--- src/rtl/camera_scroll.sv ---
// camera_scroll: side-scroller camera that tracks the player's right edge.
// The camera advances in STEP-pixel increments on walk ticks and clamps at VIEW_MAX.
// It also reports the 64-pixel map column index and a level-end flag.
// Optional feature macro: SCROLL_BACK_EN enables a backward pull toward VIEW_INIT.
module camera_scroll #(
    parameter int unsigned VIEW_INIT  = 640,
    parameter int unsigned VIEW_MAX   = 13568,
    parameter int unsigned STEP       = 16,
    parameter int unsigned RIGHT_EDGE = 640,
    parameter int unsigned LEFT_EDGE  = 128
) (
    input  logic        clk,
    input  logic        rst,
    input  logic        tick,
    input  logic        left,
    input  logic        right,
    input  logic        hit_left,
    input  logic        hit_right,
    input  logic        death,
    input  logic [10:0] mario_x,
    output logic [32:0] view,
    output logic        scrolling,
    output logic        col_strobe,
    output logic [7:0]  col_index,
    output logic        level_end
);

    localparam int unsigned VIEW_W = 33;
    localparam int unsigned X_W    = 11;
    localparam int unsigned COL_W  = 8;
    localparam int unsigned COL_SH = 6;

    localparam logic [VIEW_W-1:0] VIEW_INIT_V = VIEW_W'(VIEW_INIT);
    localparam logic [VIEW_W-1:0] VIEW_MAX_V  = VIEW_W'(VIEW_MAX);
    localparam logic [VIEW_W-1:0] STEP_V      = VIEW_W'(STEP);
    localparam logic [X_W-1:0]    RIGHT_X     = X_W'(RIGHT_EDGE);
    localparam logic [X_W-1:0]    LEFT_X      = X_W'(LEFT_EDGE);

    typedef enum logic [1:0] {
        ST_RUN  = 2'd0,
        ST_END  = 2'd1,
        ST_DEAD = 2'd2
    } state_e;

    state_e             state_q, state_d;
    logic [VIEW_W-1:0]  view_q, view_d;
    logic [COL_W-1:0]   col_index_q, col_index_d;
    logic               scrolling_q, scrolling_d;
    logic               col_strobe_q, col_strobe_d;
    logic               level_end_q, level_end_d;

    logic [VIEW_W-1:0]  view_fwd;
    logic [VIEW_W-1:0]  view_fwd_clamped;
    logic [VIEW_W-1:0]  view_back;
    logic [VIEW_W-1:0]  view_offset;
    logic               push_fwd;
    logic               pull_back;

    // Forward push qualification and clamped target position.
    assign push_fwd         = tick & right & ~left & ~hit_left & ~death & (mario_x >= RIGHT_X);
    assign view_fwd         = view_q + STEP_V;
    assign view_fwd_clamped = (view_fwd > VIEW_MAX_V) ? VIEW_MAX_V : view_fwd;

`ifdef SCROLL_BACK_EN
    // Backward pull qualification; floor at VIEW_INIT without wrapping below zero.
    assign pull_back = tick & left & ~right & ~hit_right & ~death & (mario_x <= LEFT_X);
    assign view_back = (view_q >= VIEW_INIT_V + STEP_V) ? (view_q - STEP_V) : VIEW_INIT_V;
`else
    // Camera never moves backward in this build.
    logic unused_back;
    assign pull_back   = 1'b0;
    assign view_back   = view_q;
    assign unused_back = ^{hit_right, LEFT_X};
`endif

    // Next-state, next-view and derived column/flag computation.
    always_comb begin
        state_d     = state_q;
        view_d      = view_q;
        level_end_d = level_end_q;

        case (state_q)
            ST_RUN: begin
                if (death) begin
                    state_d = ST_DEAD;
                end else if (push_fwd) begin
                    view_d = view_fwd_clamped;
                    if (view_fwd_clamped == VIEW_MAX_V) begin
                        state_d     = ST_END;
                        level_end_d = 1'b1;
                    end
                end else if (pull_back) begin
                    view_d = view_back;
                end
            end
            ST_END: begin
                if (death) begin
                    state_d = ST_DEAD;
                end
            end
            ST_DEAD: begin
                state_d = ST_DEAD;
            end
            default: begin
                state_d = ST_RUN;
            end
        endcase

        view_offset  = view_d - VIEW_INIT_V;
        col_index_d  = COL_W'(view_offset >> COL_SH);
        scrolling_d  = (view_d != view_q);
        col_strobe_d = (col_index_d != col_index_q);
    end

    // State and registered outputs with asynchronous active-low reset.
    always_ff @(posedge clk or negedge rst) begin
        if (!rst) begin
            state_q      <= ST_RUN;
            view_q       <= VIEW_INIT_V;
            col_index_q  <= '0;
            scrolling_q  <= 1'b0;
            col_strobe_q <= 1'b0;
            level_end_q  <= 1'b0;
        end else begin
            state_q      <= state_d;
            view_q       <= view_d;
            col_index_q  <= col_index_d;
            scrolling_q  <= scrolling_d;
            col_strobe_q <= col_strobe_d;
            level_end_q  <= level_end_d;
        end
    end

    assign view       = view_q;
    assign scrolling  = scrolling_q;
    assign col_strobe = col_strobe_q;
    assign col_index  = col_index_q;
    assign level_end  = level_end_q;

endmodule

--- config.mk ---
export PLATFORM = sky130hd
export DESIGN_NAME = camera_scroll
export DESIGN_NICKNAME = d
export VERILOG_FILES = /design/src/rtl/camera_scroll.sv
export SDC_FILE = /design/constraint.sdc
export NUM_CORES = 1
export LEC_CHECK = 0
export BUFFER_PORTS_ARGS = -buffer_cell sky130_fd_sc_hd__buf_4
export CELL_PAD_IN_SITES_DETAIL_PLACEMENT = 0
export CELL_PAD_IN_SITES_GLOBAL_PLACEMENT = 1
export CORE_ASPECT_RATIO = 2
export CORE_UTILIZATION = 30
export CTS_CLUSTER_SIZE = 10
export DETAILED_ROUTE_END_ITERATION = 10
export GPL_TIMING_DRIVEN = 1
export PLACE_DENSITY = 0.65
export SLEW_MARGIN = 20
export SYNTH_ARGS = -nofsm -noshare
export SYNTH_HDL_FRONTEND = slang
export SYNTH_SLANG_ARGS = --single-unit
--- constraint.sdc ---
create_clock -name clk -period 8.1 [get_ports clk]
set_input_delay 0.405 -clock clk [delete_from_list [all_inputs] [get_ports clk]]
set_output_delay 0.405 -clock clk [all_outputs]
set_load 0.01 [all_outputs]
==> impl_metrics.tcl <==
set metrics [dict create \
    hold_path.class "primary input to asynchronous set/reset pin" \
    r2r_start "view[4]" \
    status "finished, final reports clean" \
    final.setup_skew_ns 0.00439 \
    synth_commonest_cells "dfrtp_1, nor2_1, and2_1" \
    wl_met2_um 5370 \
    io_buffers 54 \
    multiInputGateArea_um2 1810 \
    final_area_um2 3740 \
    synth_flop_cell "dfrtp_1" \
    final_antenna_net_count 0 \
    cts_sinks 45 \
    ys_types 66 \
    placed_area_um2 3580 \
    first_iter_violations 87 \
    routabilityCongestion 0.870 \
    cp.required_ns 8.25 \
    p_leak_nw 1.60 \
    numCtsBuffers 5 \
    worstSetupStartpointType "flip-flop" \
    worst_setup_path_end_kind "flip-flop" \
    yosysTopAreaCellShare 0.345 \
    wl_um 9410 \
    gr-total-overflow 0 \
    whs_ns 0.109 \
    syn_inst 352 \
    start_util 0.309 \
    clk_path_buf_depth 2 \
    finalHoldViolations 0 \
    crit_fanout 14 \
    max_freq_mhz 181 \
    period_share 0.683 \
    crit_slowest_cell "nor4_2" \
    dp_slack_ns 2.59 \
    postCtsHoldBufs 0 \
    fillers 1061 \
    yosysTopAreaCell "dfrtp_1" \
    rows 52 \
    dr.pass1.iters 4 \
    top_layer "met4" \
    routedWlPerCell_um 17.9 \
    critical_path_class "flip-flop to flip-flop" \
    grt_pass1_wl_um 15200 \
    path_clk_slew_ns 0.06 \
    drc 0 \
    yosysMostFrequentCell "dfrtp_1" \
    rrSetupSlack_ns 2.57 \
    avgSynthCellArea_um2 8.86 \
    first_global_vias 2814 \
    total_power_uw 784 \
    post-route-util 0.371 \
    maxSlewHeadroom 0.320 \
    grt_antenna_before_repair 0 \
    final-instance-count-excl-fill 526 \
    dpl.hpwl_um 7080 \
    antenna_cells 0 \
    drv_cap 0 \
    track_usage 0.185 \
    synth_edf_count 0 \
    dp_cells 518 \
    min_period_ns 5.53 \
    viasPerCell 5.37 \
    routed-via-count 2822 \
    m1WireLength_um 3550 \
    finalWorstSetupSlack_ns 2.57 \
    clkLatencyLatePin_ns 0.29 \
    async_reset_ff_frac 1.00 \
    grt_max_degree 46 \
    path_cells "ha_1 -> nand3_1 -> nor4_4 -> xnor2_1 -> o21ai_0 -> nand4b_2 -> nor4_2 -> buf_4 -> nand2_1 -> nand2_1 -> a22oi_1 -> ha_1 -> xor2_1 -> o21ai_0 -> a2111oi_2 -> nand4b_1" \
    tns_ns 0 \
    post_cts_buffers 0 \
    dieArea_um2 10800 \
    vdd_ir_drop_max_v 0.000113 \
    cts_resized 0 \
    yosys_warnings 0 \
    cts_tree "yes" \
    reg2reg_to "col_strobe" \
    drive_above_1_share 0.212 \
    syn2layout_area_growth_pct 20.0 \
    synth_seq_cells 45 \
    worst-path-stages 16 \
    crit_family "simple AND/OR/NAND/NOR gates" \
    ys_seq_area_frac 0.362 \
    arrival_ns 5.68 \
    synth_area_um2 3120 \
    tightest_slew_ns 1.01 \
    rsz0062_at_grt "false" \
    pin_count 63 \
    cp_num_buf_inv 1 \
    final_max_slew_viol_count 0 \
    syn-num-nets 377 \
    finalSetupViolations 0 \
    r2r_cells 16 \
    die-height_um 146 \
    coreArea_um2 10100 \
    die_x_um 74.1 \
    wl_met3_um 245 \
    cpPeakStageDelay_ns 0.78 \
    synth_area_leaders "dfrtp_1, and2_1, a21oi_1" \
    cts_root_buffer "clkbuf_16" \
    power_density_nw_per_um2 209 \
    regArea_um2 1130 \
    cts.htree.levels 2 \
    layout.nets 415 \
]
==> routing by layer <==
layer	track usage	up-vias
met5	0	-
met4	0.0731	0
met3	0.0200	16
met2	0.348	57
met1	0.198	1378
li1	-	1371
==> placed cells by master, fill, tap and decap left out, drive strengths merged, types with 4 or more instances in the layout <==
cell    Yosys  layout
nand3      15      15
nor4       10      10
o211ai      6       6
ha          6       6
inv        16      16
xnor2       9       9
nand4b      4       4
and4        5       5
nor2       25      25
and3        9       9
a21oi      18      18
nand4      16      16
xor2        4       4
and2       23      23
nor3       12      12
buf        12      56
nor2b       6       6
nand2      21      21
dfrtp      43      43
or4         7       7
clkbuf     13       7
o21ai      13      13
==> layout make-up <==
class,instances,share of cell area
clock inverters,1,0.00134
multi-input cells,266,0.483
repair buffers,56,0.112
clock buffers,7,0.0408
inverters,16,0.0160
flip-flops and latches,45,0.302
well taps,135,0.0451
==> how the worst max path moves through the flow <==
| stage | end | slack (ns) | startpoint |
|---|---|---|---|
| floorplan | col_strobe | 4.13 | view[4] |
| global placement | col_strobe | 2.65 | view[4] |
| detailed placement | col_strobe | 2.59 | view[4] |
| CTS | col_strobe | 2.53 | view[4] |
| global route | col_strobe | 2.18 | view[4] |
| finish | col_strobe | 2.57 | view[4] |
==> report_power, final <==
| group | switching (mW) | internal, mW |
|---|---|---|
| combinational | 0.127 | 0.130 |
| clock | 0.0857 | 0.131 |
| sequential | 0.0540 | 0.257 |
| total | 0.266 | 0.517 |
==> cells by family (layout without fill, tap and decap cells) <==
| group | count (synthesis) | count (layout) | synth area share |
|---|---|---|---|
| buffers and inverters | 41 | 80 | 0.0586 |
| adder cells (fa/ha/maj) | 6 | 6 | 0.0241 |
| flip-flops | 45 | 45 | 0.362 |
| multiplexers | 4 | 4 | 0.0132 |
| AND/OR/NAND/NOR | 163 | 163 | 0.315 |
| XOR/XNOR | 15 | 15 | 0.0510 |
| AO/OA/AOI/OAI | 78 | 78 | 0.176 |
==> state kept, by name (all words and copies together), names as in the netlist <==
signal	cells
view	32
col_index	8
state_q	2
col_strobe	1
level_end	1
scrolling	1
(Power assumes the default switching activity.)
